<file path="src/rtl/decode_stage_p_if.sv">
// Port bundle around the ID stage: IF handshake, register-file read ports, WB bypass,
// EX hazard inputs and the registered bundle handed to EX. "master" is the decode stage view.
interface decode_stage_p_if #(
    parameter int XLEN  = 32,
    parameter int CNT_W = 16
);
    logic            if_valid;
    logic            if_ready;
    logic [31:0]     if_instr;
    logic [XLEN-1:0] if_pc;

    logic [4:0]      rf_rs1_addr;
    logic [4:0]      rf_rs2_addr;
    logic [XLEN-1:0] rf_rs1_data;
    logic [XLEN-1:0] rf_rs2_data;

    logic            wb_we;
    logic [4:0]      wb_rd;
    logic [XLEN-1:0] wb_data;

    logic            ex_mem_read;
    logic [4:0]      ex_rd;
    logic            flush;

    logic            id_valid;
    logic            id_ready;
    logic [XLEN-1:0] id_pc;
    logic [XLEN-1:0] id_rs1_val;
    logic [XLEN-1:0] id_rs2_val;
    logic [XLEN-1:0] id_imm;
    logic [6:0]      id_opcode;
    logic [4:0]      id_rd;
    logic [4:0]      id_rs1_addr;
    logic [4:0]      id_rs2_addr;
    logic [2:0]      id_funct3;
    logic [6:0]      id_funct7;
    logic            id_reg_write;
    logic            id_mem_read;
    logic            id_mem_write;
    logic            id_mem_to_reg;
    logic            id_alu_src;
    logic            id_jump;
    logic            id_branch;
    logic            id_illegal;
    logic [1:0]      id_alu_op;
    logic [CNT_W-1:0] stall_cnt;

    modport master (
        input  if_valid, if_instr, if_pc, rf_rs1_data, rf_rs2_data,
               wb_we, wb_rd, wb_data, ex_mem_read, ex_rd, flush, id_ready,
        output if_ready, rf_rs1_addr, rf_rs2_addr, id_valid, id_pc, id_rs1_val,
               id_rs2_val, id_imm, id_opcode, id_rd, id_rs1_addr, id_rs2_addr,
               id_funct3, id_funct7, id_reg_write, id_mem_read, id_mem_write,
               id_mem_to_reg, id_alu_src, id_jump, id_branch, id_illegal,
               id_alu_op, stall_cnt
    );

    modport slave (
        output if_valid, if_instr, if_pc, rf_rs1_data, rf_rs2_data,
               wb_we, wb_rd, wb_data, ex_mem_read, ex_rd, flush, id_ready,
        input  if_ready, rf_rs1_addr, rf_rs2_addr, id_valid, id_pc, id_rs1_val,
               id_rs2_val, id_imm, id_opcode, id_rd, id_rs1_addr, id_rs2_addr,
               id_funct3, id_funct7, id_reg_write, id_mem_read, id_mem_write,
               id_mem_to_reg, id_alu_src, id_jump, id_branch, id_illegal,
               id_alu_op, stall_cnt
    );
endinterface

</file>
<file path="src/rtl/decode_stage_p.sv">
// RV32I decode stage: one instruction per cycle into a registered EX bundle, latency 1.
// Backpressure: bundle held while id_ready=0; if_ready drops on hold, load-use hazard or flush.
module decode_stage_p #(
    parameter int XLEN          = 32,
    parameter int ENABLE_BYPASS = 1,
    parameter int CNT_W         = 16
) (
    input logic              clk,
    input logic              rst,
    decode_stage_p_if.master bus
);
    localparam logic [6:0] OP_R      = 7'b0110011;
    localparam logic [6:0] OP_I_ALU  = 7'b0010011;
    localparam logic [6:0] OP_LOAD   = 7'b0000011;
    localparam logic [6:0] OP_STORE  = 7'b0100011;
    localparam logic [6:0] OP_BRANCH = 7'b1100011;
    localparam logic [6:0] OP_JAL    = 7'b1101111;
    localparam logic [6:0] OP_JALR   = 7'b1100111;
    localparam logic [6:0] OP_LUI    = 7'b0110111;
    localparam logic [6:0] OP_AUIPC  = 7'b0010111;
    localparam logic       BYPASS_ON = (ENABLE_BYPASS != 0);

    typedef struct packed {
        logic [XLEN-1:0] pc;
        logic [XLEN-1:0] rs1_val;
        logic [XLEN-1:0] rs2_val;
        logic [XLEN-1:0] imm;
        logic [6:0]      opcode;
        logic [4:0]      rd;
        logic [4:0]      rs1_addr;
        logic [4:0]      rs2_addr;
        logic [2:0]      funct3;
        logic [6:0]      funct7;
        logic            reg_write;
        logic            mem_read;
        logic            mem_write;
        logic            mem_to_reg;
        logic            alu_src;
        logic            jump;
        logic            branch;
        logic            illegal;
        logic [1:0]      alu_op;
    } bundle_t;

    logic [31:0]      instr;
    logic [6:0]       opcode;
    logic [4:0]       rs1;
    logic [4:0]       rs2;
    logic             is_r, is_i_alu, is_load, is_store, is_branch;
    logic             is_jal, is_jalr, is_lui, is_auipc;
    logic             legal;
    logic             rs1_used, rs2_used;
    logic             hazard, slot_free, accept;
    logic [31:0]      imm32;
    logic [XLEN-1:0]  rs1_val, rs2_val;
    bundle_t          dec;
    bundle_t          bundle_q;
    logic             valid_q;
    logic [CNT_W-1:0] cnt_q;

    assign instr  = bus.if_instr;
    assign opcode = instr[6:0];
    assign rs1    = instr[19:15];
    assign rs2    = instr[24:20];

    assign is_r      = (opcode == OP_R);
    assign is_i_alu  = (opcode == OP_I_ALU);
    assign is_load   = (opcode == OP_LOAD);
    assign is_store  = (opcode == OP_STORE);
    assign is_branch = (opcode == OP_BRANCH);
    assign is_jal    = (opcode == OP_JAL);
    assign is_jalr   = (opcode == OP_JALR);
    assign is_lui    = (opcode == OP_LUI);
    assign is_auipc  = (opcode == OP_AUIPC);

    // Every class flag is already zero for an unknown opcode, so illegal words carry no controls.
    assign legal = (instr[1:0] == 2'b11) &&
                   (is_r || is_i_alu || is_load || is_store || is_branch ||
                    is_jal || is_jalr || is_lui || is_auipc);

    assign rs1_used = is_r || is_i_alu || is_load || is_store || is_branch || is_jalr;
    assign rs2_used = is_r || is_store || is_branch;

    assign hazard = bus.if_valid && bus.ex_mem_read && (bus.ex_rd != 5'd0) &&
                    ((rs1_used && (bus.ex_rd == rs1)) || (rs2_used && (bus.ex_rd == rs2)));

    assign slot_free = !valid_q || bus.id_ready;
    assign accept    = bus.if_valid && bus.if_ready;

    assign bus.if_ready    = slot_free && !hazard && !bus.flush;
    assign bus.rf_rs1_addr = rs1;
    assign bus.rf_rs2_addr = rs2;

    always_comb begin
        imm32 = '0;
        if (is_i_alu || is_load || is_jalr) begin
            imm32 = {{20{instr[31]}}, instr[31:20]};
        end else if (is_store) begin
            imm32 = {{20{instr[31]}}, instr[31:25], instr[11:7]};
        end else if (is_branch) begin
            imm32 = {{19{instr[31]}}, instr[31], instr[7], instr[30:25], instr[11:8], 1'b0};
        end else if (is_lui || is_auipc) begin
            imm32 = {instr[31:12], 12'b0};
        end else if (is_jal) begin
            imm32 = {{11{instr[31]}}, instr[31], instr[19:12], instr[20], instr[30:21], 1'b0};
        end
    end

    always_comb begin
        rs1_val = bus.rf_rs1_data;
        if (rs1 == 5'd0) begin
            rs1_val = '0;
        end else if (BYPASS_ON && bus.wb_we && (bus.wb_rd == rs1)) begin
            rs1_val = bus.wb_data;
        end
    end

    always_comb begin
        rs2_val = bus.rf_rs2_data;
        if (rs2 == 5'd0) begin
            rs2_val = '0;
        end else if (BYPASS_ON && bus.wb_we && (bus.wb_rd == rs2)) begin
            rs2_val = bus.wb_data;
        end
    end

    always_comb begin
        dec            = '0;
        dec.pc         = bus.if_pc;
        dec.rs1_val    = rs1_val;
        dec.rs2_val    = rs2_val;
        dec.imm        = XLEN'($signed(imm32));
        dec.opcode     = opcode;
        dec.rd         = instr[11:7];
        dec.rs1_addr   = rs1;
        dec.rs2_addr   = rs2;
        dec.funct3     = instr[14:12];
        dec.funct7     = instr[31:25];
        dec.reg_write  = is_r || is_i_alu || is_load || is_jal || is_jalr || is_lui || is_auipc;
        dec.mem_read   = is_load;
        dec.mem_to_reg = is_load;
        dec.mem_write  = is_store;
        dec.alu_src    = legal && !is_r && !is_branch;
        dec.jump       = is_jal || is_jalr;
        dec.branch     = is_branch;
        dec.illegal    = !legal;
        if (is_r || is_i_alu) begin
            dec.alu_op = 2'b10;
        end else if (is_branch) begin
            dec.alu_op = 2'b01;
        end
    end

    // Flush beats accept; a free slot with nothing accepted (including a hazard) becomes a bubble.
    always_ff @(posedge clk or posedge rst) begin
        if (rst) begin
            valid_q  <= 1'b0;
            bundle_q <= '0;
            cnt_q    <= '0;
        end else begin
            if (hazard && (cnt_q != {CNT_W{1'b1}})) begin
                cnt_q <= cnt_q + 1'b1;
            end
            if (bus.flush) begin
                valid_q <= 1'b0;
            end else if (accept) begin
                valid_q  <= 1'b1;
                bundle_q <= dec;
            end else if (slot_free) begin
                valid_q <= 1'b0;
            end
        end
    end

    assign bus.id_valid      = valid_q;
    assign bus.id_pc         = bundle_q.pc;
    assign bus.id_rs1_val    = bundle_q.rs1_val;
    assign bus.id_rs2_val    = bundle_q.rs2_val;
    assign bus.id_imm        = bundle_q.imm;
    assign bus.id_opcode     = bundle_q.opcode;
    assign bus.id_rd         = bundle_q.rd;
    assign bus.id_rs1_addr   = bundle_q.rs1_addr;
    assign bus.id_rs2_addr   = bundle_q.rs2_addr;
    assign bus.id_funct3     = bundle_q.funct3;
    assign bus.id_funct7     = bundle_q.funct7;
    assign bus.id_reg_write  = bundle_q.reg_write;
    assign bus.id_mem_read   = bundle_q.mem_read;
    assign bus.id_mem_write  = bundle_q.mem_write;
    assign bus.id_mem_to_reg = bundle_q.mem_to_reg;
    assign bus.id_alu_src    = bundle_q.alu_src;
    assign bus.id_jump       = bundle_q.jump;
    assign bus.id_branch     = bundle_q.branch;
    assign bus.id_illegal    = bundle_q.illegal;
    assign bus.id_alu_op     = bundle_q.alu_op;
    assign bus.stall_cnt     = cnt_q;
endmodule

</file>
<file path="src/flat_wrapper.sv">
// flat-port wrapper written by rule: the top's interface ports become plain ports
module decode_stage_p_flat 
#(
    parameter int XLEN          = 32,
    parameter int ENABLE_BYPASS = 1,
    parameter int CNT_W         = 16
)
  (clk, rst, bus_if_valid, bus_if_instr, bus_if_pc, bus_rf_rs1_data, bus_rf_rs2_data, bus_wb_we, bus_wb_rd, bus_wb_data, bus_ex_mem_read, bus_ex_rd, bus_flush, bus_id_ready, bus_if_ready, bus_rf_rs1_addr, bus_rf_rs2_addr, bus_id_valid, bus_id_pc, bus_id_rs1_val, bus_id_rs2_val, bus_id_imm, bus_id_opcode, bus_id_rd, bus_id_rs1_addr, bus_id_rs2_addr, bus_id_funct3, bus_id_funct7, bus_id_reg_write, bus_id_mem_read, bus_id_mem_write, bus_id_mem_to_reg, bus_id_alu_src, bus_id_jump, bus_id_branch, bus_id_illegal, bus_id_alu_op, bus_stall_cnt);
  decode_stage_p_if #(.XLEN(XLEN), .CNT_W(CNT_W)) bus_i ();
  input logic clk;
  input logic rst;
  input wire logic [$bits(bus_i.if_valid)-1:0] bus_if_valid;
  input wire logic [$bits(bus_i.if_instr)-1:0] bus_if_instr;
  input wire logic [$bits(bus_i.if_pc)-1:0] bus_if_pc;
  input wire logic [$bits(bus_i.rf_rs1_data)-1:0] bus_rf_rs1_data;
  input wire logic [$bits(bus_i.rf_rs2_data)-1:0] bus_rf_rs2_data;
  input wire logic [$bits(bus_i.wb_we)-1:0] bus_wb_we;
  input wire logic [$bits(bus_i.wb_rd)-1:0] bus_wb_rd;
  input wire logic [$bits(bus_i.wb_data)-1:0] bus_wb_data;
  input wire logic [$bits(bus_i.ex_mem_read)-1:0] bus_ex_mem_read;
  input wire logic [$bits(bus_i.ex_rd)-1:0] bus_ex_rd;
  input wire logic [$bits(bus_i.flush)-1:0] bus_flush;
  input wire logic [$bits(bus_i.id_ready)-1:0] bus_id_ready;
  output wire logic [$bits(bus_i.if_ready)-1:0] bus_if_ready;
  output wire logic [$bits(bus_i.rf_rs1_addr)-1:0] bus_rf_rs1_addr;
  output wire logic [$bits(bus_i.rf_rs2_addr)-1:0] bus_rf_rs2_addr;
  output wire logic [$bits(bus_i.id_valid)-1:0] bus_id_valid;
  output wire logic [$bits(bus_i.id_pc)-1:0] bus_id_pc;
  output wire logic [$bits(bus_i.id_rs1_val)-1:0] bus_id_rs1_val;
  output wire logic [$bits(bus_i.id_rs2_val)-1:0] bus_id_rs2_val;
  output wire logic [$bits(bus_i.id_imm)-1:0] bus_id_imm;
  output wire logic [$bits(bus_i.id_opcode)-1:0] bus_id_opcode;
  output wire logic [$bits(bus_i.id_rd)-1:0] bus_id_rd;
  output wire logic [$bits(bus_i.id_rs1_addr)-1:0] bus_id_rs1_addr;
  output wire logic [$bits(bus_i.id_rs2_addr)-1:0] bus_id_rs2_addr;
  output wire logic [$bits(bus_i.id_funct3)-1:0] bus_id_funct3;
  output wire logic [$bits(bus_i.id_funct7)-1:0] bus_id_funct7;
  output wire logic [$bits(bus_i.id_reg_write)-1:0] bus_id_reg_write;
  output wire logic [$bits(bus_i.id_mem_read)-1:0] bus_id_mem_read;
  output wire logic [$bits(bus_i.id_mem_write)-1:0] bus_id_mem_write;
  output wire logic [$bits(bus_i.id_mem_to_reg)-1:0] bus_id_mem_to_reg;
  output wire logic [$bits(bus_i.id_alu_src)-1:0] bus_id_alu_src;
  output wire logic [$bits(bus_i.id_jump)-1:0] bus_id_jump;
  output wire logic [$bits(bus_i.id_branch)-1:0] bus_id_branch;
  output wire logic [$bits(bus_i.id_illegal)-1:0] bus_id_illegal;
  output wire logic [$bits(bus_i.id_alu_op)-1:0] bus_id_alu_op;
  output wire logic [$bits(bus_i.stall_cnt)-1:0] bus_stall_cnt;
  assign bus_i.if_valid = bus_if_valid;
  assign bus_i.if_instr = bus_if_instr;
  assign bus_i.if_pc = bus_if_pc;
  assign bus_i.rf_rs1_data = bus_rf_rs1_data;
  assign bus_i.rf_rs2_data = bus_rf_rs2_data;
  assign bus_i.wb_we = bus_wb_we;
  assign bus_i.wb_rd = bus_wb_rd;
  assign bus_i.wb_data = bus_wb_data;
  assign bus_i.ex_mem_read = bus_ex_mem_read;
  assign bus_i.ex_rd = bus_ex_rd;
  assign bus_i.flush = bus_flush;
  assign bus_i.id_ready = bus_id_ready;
  assign bus_if_ready = bus_i.if_ready;
  assign bus_rf_rs1_addr = bus_i.rf_rs1_addr;
  assign bus_rf_rs2_addr = bus_i.rf_rs2_addr;
  assign bus_id_valid = bus_i.id_valid;
  assign bus_id_pc = bus_i.id_pc;
  assign bus_id_rs1_val = bus_i.id_rs1_val;
  assign bus_id_rs2_val = bus_i.id_rs2_val;
  assign bus_id_imm = bus_i.id_imm;
  assign bus_id_opcode = bus_i.id_opcode;
  assign bus_id_rd = bus_i.id_rd;
  assign bus_id_rs1_addr = bus_i.id_rs1_addr;
  assign bus_id_rs2_addr = bus_i.id_rs2_addr;
  assign bus_id_funct3 = bus_i.id_funct3;
  assign bus_id_funct7 = bus_i.id_funct7;
  assign bus_id_reg_write = bus_i.id_reg_write;
  assign bus_id_mem_read = bus_i.id_mem_read;
  assign bus_id_mem_write = bus_i.id_mem_write;
  assign bus_id_mem_to_reg = bus_i.id_mem_to_reg;
  assign bus_id_alu_src = bus_i.id_alu_src;
  assign bus_id_jump = bus_i.id_jump;
  assign bus_id_branch = bus_i.id_branch;
  assign bus_id_illegal = bus_i.id_illegal;
  assign bus_id_alu_op = bus_i.id_alu_op;
  assign bus_stall_cnt = bus_i.stall_cnt;
  decode_stage_p #(.XLEN(XLEN), .ENABLE_BYPASS(ENABLE_BYPASS), .CNT_W(CNT_W)) u_core (.clk(clk), .rst(rst), .bus(bus_i));
endmodule
</file>
<file path="config.mk">
export PLATFORM = sky130hd
export DESIGN_NAME = decode_stage_p_flat
export DESIGN_NICKNAME = d
export VERILOG_FILES = /design/src/rtl/decode_stage_p_if.sv /design/src/rtl/decode_stage_p.sv /design/src/flat_wrapper.sv
export SDC_FILE = /design/constraint.sdc
export NUM_CORES = 1
export LEC_CHECK = 0
export ABC_AREA = 0
export BUFFER_PORTS_ARGS = -buffer_cell sky130_fd_sc_hd__buf_2
export CELL_PAD_IN_SITES_DETAIL_PLACEMENT = 0
export CELL_PAD_IN_SITES_GLOBAL_PLACEMENT = 1
export CORE_ASPECT_RATIO = 0.7
export CORE_MARGIN = 1.5
export CORE_UTILIZATION = 33
export DETAILED_ROUTE_END_ITERATION = 12
export PLACE_DENSITY_LB_ADDON = 0.12
export SYNTH_ARGS = -nofsm -noshare
export SYNTH_HDL_FRONTEND = slang
export SYNTH_SLANG_ARGS = --single-unit
</file>
<file path="constraint.sdc">
create_clock -name clk -period 6.25 [get_ports clk]
set_clock_uncertainty 0.05 [all_clocks]
set_input_delay 0.9375 -clock clk [delete_from_list [all_inputs] [get_ports clk]]
set_output_delay 0.9375 -clock clk [all_outputs]
set_load 0.05 [all_outputs]
</file>
After elaboration in Yosys (flattened, before gate mapping)
Cells that the tools add are included.
{ "word_totals": {"input_bits": 177, "word_cells": 97, "reg_bits": 186, "output_inout_bits": 198} }
{ "op_classes": {"bitwise": 1, "mux": 14, "n_reduce_logical": 46, "add_sub_neg": 1, "eq_ne": 15} }
{ "op_table": {"columns": ["op", "n"], "rows": [
  ["$mux 32", 9],
  ["$eq 7x6->1 const B", 3],
  ["$eq 7x7->1 const B", 3],
  ["$logic_or 1x1->1", 21],
  ["$eq 5x5->1", 4],
  ["$add 16x1->16 const B", 1],
  ["$ne 16x16->1 const B", 1],
  ["$eq 7x5->1 const B", 2],
  ["$logic_and 1x1->1", 14],
  ["$logic_not 5->1", 2],
  ["$eq 7x2->1 const B", 1],
  ["$logic_not 1->1", 6],
  ["$reduce_bool 5->1", 1],
  ["$mux 1", 4],
  ["$reduce_bool 3->1", 1],
  ["$eq 2x2->1 const B", 1],
  ["$mux 2", 1],
  ["$reduce_and 2->1", 1],
  ["$not 1->1", 1]
]} }

Logic depth before layout (Yosys ltp)
{ "depth": {"depth_word": 15, "depth_mapped": 10, "mapped_depth_nobuf": 7} }

Worst setup path after synthesis
No wires, ideal clock.
{ "synth_timing": {"path_kind": "input -> output", "from": "in bus_if_instr[2]", "to": "out bus_if_ready", "path_slack_ps": 2565, "required_time_ps": 5262, "arrival_time_ps": 2698, "n_path_buf": 2, "path_stages": 7, "cell_sequence": "clkbuf_1 > and4bb_2 > nand2_1 > a2111oi_0 > a211o_1 > clkbuf_1 > inv_1"} }
{ "synth_via": {"elab_chain_len": 12, "word_cells_on_any_way": 20, "cone_classes": "eq/ne: 6; reduce/logical: 14"} }
{ "synth_rtl": {"columns": ["element", "line_no", "source"], "rows": [
  ["start, declared", "flat_wrapper.sv:13", "input wire logic [$bits(bus_i.if_instr)-1:0] bus_if_instr;"],
  ["$eq 7x6->1 or $eq 7x5->1 (tied branches)", "decode_stage_p.sv:66, decode_stage_p.sv:67", null],
  ["$logic_or 1x1->1 (5 in series)", "decode_stage_p.sv:81", "assign rs1_used = is_r || is_i_alu || is_load || is_store || is_branch || is_jalr;"],
  ["$logic_and 1x1->1", "decode_stage_p.sv:85", "((rs1_used && (bus.ex_rd == rs1)) || (rs2_used && (bus.ex_rd == rs2)));"],
  ["$logic_or 1x1->1 (*)", "decode_stage_p.sv:85", null],
  ["$logic_and 1x1->1 (*)", "decode_stage_p.sv:84", "assign hazard = bus.if_valid && bus.ex_mem_read && (bus.ex_rd != 5'd0) &&"],
  ["$logic_not 1->1 (*)", "decode_stage_p.sv:90", "assign bus.if_ready = slot_free && !hazard && !bus.flush;"],
  ["$logic_and 1x1->1 (*) (2 in series)", "decode_stage_p.sv:90", null],
  ["end, declared", "flat_wrapper.sv:24", "output wire logic [$bits(bus_i.if_ready)-1:0] bus_if_ready;"]
]} }
Every way passes the cells marked *; elsewhere a longest branch is shown, timed or not.

Worst setup path in the final report
{ "layout_timing": {"from": "in bus_ex_rd[0]", "to": "out bus_if_ready"} }
{ "layout_via": {"elab_chain_len": 7, "word_cells_on_any_way": 11, "cone_classes": "eq/ne: 2; reduce/logical: 9"} }
{ "layout_rtl": {"columns": ["element", "line_no", "source"], "rows": [
  ["start, declared", "flat_wrapper.sv:21", "input wire logic [$bits(bus_i.ex_rd)-1:0] bus_ex_rd;"],
  ["$eq 5x5->1", "decode_stage_p.sv:85", null],
  ["$logic_and 1x1->1", "decode_stage_p.sv:85", null],
  ["$logic_or 1x1->1", "decode_stage_p.sv:85", null],
  ["$logic_and 1x1->1 (*)", "decode_stage_p.sv:84", null],
  ["$logic_not 1->1 (*)", "decode_stage_p.sv:90", null],
  ["$logic_and 1x1->1 (*) (2 in series)", "decode_stage_p.sv:90", null]
]} }
Marks and branches as above.

==> results.json <==
{
  "cp_max_fo": 3,
  "drtAntennaViolNets": 0,
  "grt_max_degree": 93,
  "cts_tree": "done",
  "h-tree-depth": 4,
  "clock_sinks": 186,
  "syn_avg_cell_area_um2": 11.68,
  "post_drt_wl_per_cell_um": 20.75,
  "die_area_um2": 27750,
  "reg2regPathDepth": 6,
  "cp-end-kind": "output port",
  "grt_pass1_wl_um": 45240,
  "final-hold-violation-count": 0,
  "synth_edf_count": 0,
  "critPathKind": "primary input to output port",
  "timing.max_cap.violations": 0,
  "die_h_um": 139.8,
  "seq_area_frac_synth_pct": 52.73,
  "dp.cells": 1425,
  "vias": 7320,
  "dp_slack_ns": 2.179,
  "cp.required_ns": 5.26,
  "rrSetupSlack_ns": 3.64,
  "worst_slew_pin_slew_ns": 1.111,
  "fin_setup_tns_ns": 0,
  "placed_cell_area_um2": 10910,
  "overflow": 0,
  "io_buffers": 374,
  "track_usage_pct": 21.71,
  "fin_nets": 1265,
  "cts_max_path_buffers": 2,
  "cts-root-buf": "clkbuf_16",
  "cts_resized": 0,
  "period_minus_slack_ns": 3.759,
  "postCtsSetupRepairBufs": 0,
  "grt_pass1_vias": 7245,
  "synthToLayoutAreaGrowth_pct": 29.87,
  "yosys_register_bits": 186,
  "numCtsBuffers": 17,
  "row_count": 49,
  "clock_latency_ns": 0.45,
  "syn_nets": 934,
  "whs_endpoint": "u_core.bus.id_rs2_addr[4]$_DFFE_PP0P_",
  "grt_antenna_before_repair": 2,
  "nFillCells": 2619,
  "totalWireLength_um": 30210,
  "power_density_nw_per_um2": 313.8,
  "synthDistinctLibCells": 46,
  "clk_pin_slew_worst_paths_ns": 0.06,
  "report.final.slew_viol_count": 0,
  "run_status": "finished, final reports clean",
  "start_util_pct": 33.96,
  "hold_depth": 1,
  "p_leak_nw": 5.542,
  "drive_gt1_share_pct": 45.63,
  "syn_inst": 756,
  "drc_errors": 0,
  "synth_area_um2": 8827,
  "synth_top_flop_cell": "dfrtp_1",
  "dr.pass1.iters": 4,
  "drt_iter0_drc": 439,
  "r2r-end": "u_core.bus.stall_cnt[1]$_DFFE_PP0P_",
  "ys_async_sr_fraction_pct": 100.0,
  "min-delay-start": "u_core.bus.id_rs2_addr[4]$_DFFE_PP0P_",
  "via_per_inst": 5.027,
  "regToRegStartpoint": "u_core.bus.stall_cnt[8]$_DFFE_PP0P_",
  "setup_viol": 0,
  "mostFrequentLayoutCells": "374 x buf_2, 186 x dfrtp_1, 111 x o21ai_0, 74 x mux2i_1, 70 x o31ai_1",
  "routabilityCongestion": 0.7918,
  "io_pins": 375,
  "fin_area_um2": 11460,
  "ctsHoldBuffers": 0,
  "die_x_um": 198.5,
  "cp.arrival_ns": 2.77,
  "ir_worst_vdd_uv": 181.8,
  "dp_hpwl_um": 21140,
  "fmax_mhz": 266.0,
  "slew_headroom_pct": 25.95,
  "ys_warn_count": 0,
  "hold_class": "flip-flop to flip-flop",
  "layout_commonest_cell": "buf_2",
  "core_area_um2": 25990,
  "fin_ws_ns": 2.491,
  "start_kind": "primary input",
  "fin_crit_sh_pct": 60.14,
  "rsz0062_at_grt": "false",
  "fin_cells": 1456
}
[synthesized netlist by cell type, drive strengths merged (2+ instances only)]
cell type	n	area (um2)
a21o	4	30.03
a21oi	21	105.1
a31oi	2	12.51
and3	3	18.77
buf	31	205.2
clkbuf	42	157.7
dfrtp	186	4654
inv	12	45.04
mux2	78	938.4
mux2i	74	740.7
nand2	12	45.04
nand2b	11	68.82
nand3	4	20.02
nand3b	2	15.01
nand4	4	25.02
nor2	18	67.56
nor2b	2	12.51
nor3	4	20.02
nor4	6	37.54
nor4b	2	17.52
o21ai	111	555.5
o31ai	70	525.5
or4	4	30.03
xnor2	4	35.03
xor2	32	280.3
[routing by layer]
layer	vias up	routed length, um	share of wire, %	GRT usage (%)
li1	3396	-	-	-
met1	3649	14200	47	30.71
met2	237	13330	44	31.56
met3	36	2078	6.9	6.907
met4	2	599	2.0	6.419
met5	-	13	0.043	0
[area by class of cell]
type / instances / area, um2 / area share (%)
clock inverter: 7 / 95.09 / 0.8295
antenna: 1 / 2.502 / 0.02183
sequential: 186 / 4654 / 40.60
timing repair buffer: 385 / 1967 / 17.16
tap: 357 / 446.7 / 3.897
inverter: 12 / 52.55 / 0.4584
clock buffer: 23 / 457.9 / 3.995
multi-input combinational: 485 / 3787 / 33.04
[through the flow]
step	util, %	hold slack (ns)	total power [W]
detailed placement	41.96	0.4375	0.002564
global placement	41.96	0.4321	0.002558
CTS	44.09	0.4531	0.003639
global route	44.10	0.4648	0.003755
finish	44.10	0.4498	0.003598
floorplan	-	0.7039	0.002238
[critical path, cell delays in order]
cell and delay (ns):
buf_2 0.12, or4_1 0.53, o211ai_2 0.19, and4b_1 0.22, a211o_2 0.32, inv_1 0.13, buf_2 0.31
[worst max path at each step]
| stage | end | slack, ns | startpoint | cells past startpoint |
|---|---|---|---|---|
| 6_report | bus_if_ready | 2.49 | bus_ex_rd[0] | 7 |
| 5_1_grt | u_core.bus.id_pc[18]$_DFFE_PP0P_ | 2.37 | bus_if_instr[3] | 8 |
| 2_1_floorplan | u_core.bus.id_alu_op[0]$_DFFE_PP0P_ | 0.21 | rst | 1 |
| 3_3_place_gp | u_core.bus.id_pc[23]$_DFFE_PP0P_ | 2.19 | bus_if_instr[3] | 8 |
| 3_5_place_dp | u_core.bus.id_rs1_addr[0]$_DFFE_PP0P_ | 2.18 | bus_if_instr[3] | 8 |
| 4_1_cts | bus_if_ready | 2.49 | bus_ex_rd[0] | 7 |
[state kept, by name, indices dropped and copies added, names as in the netlist]
| signal | count |
|---|---|
| u_core.bus.id_branch | 1 |
| u_core.bus.id_valid | 1 |
| u_core.bus.id_funct7 | 7 |
| u_core.bus.id_pc | 32 |
| u_core.bus.stall_cnt | 16 |
| u_core.bus.id_opcode | 7 |
| u_core.bus.id_rs1_addr | 5 |
| u_core.bus.id_reg_write | 1 |
| u_core.bus.id_alu_op | 2 |
| u_core.bus.id_alu_src | 1 |
| u_core.bus.id_funct3 | 3 |
| u_core.bus.id_mem_read | 1 |
| u_core.bus.id_rs2_val | 32 |
| u_core.bus.id_rs2_addr | 5 |
| u_core.bus.id_rs1_val | 32 |
| u_core.bus.id_imm | 32 |
| u_core.bus.id_rd | 5 |
| u_core.bus.id_jump | 1 |
| u_core.bus.id_mem_write | 1 |
| u_core.bus.id_illegal | 1 |
[kinds of logic after synthesis]
group | after synthesis | share of synthesized area, %
mux | 152 | 19.02
compound gates | 217 | 14.94
flops | 186 | 52.73
xor+xnor | 36 | 3.572
fa+ha+maj | 1 | 0.1417
buf+inv | 85 | 4.621
simple gates | 79 | 4.975
[where the power goes]
part,leakage (nW),internal (W),switching [W]
Clock,0.255,0.000595,0.000470
Combinational,2.94,0.000283,0.000828
Sequential,2.35,0.00135,0.0000704
Note: power is estimated with default switching activity, not from simulation.
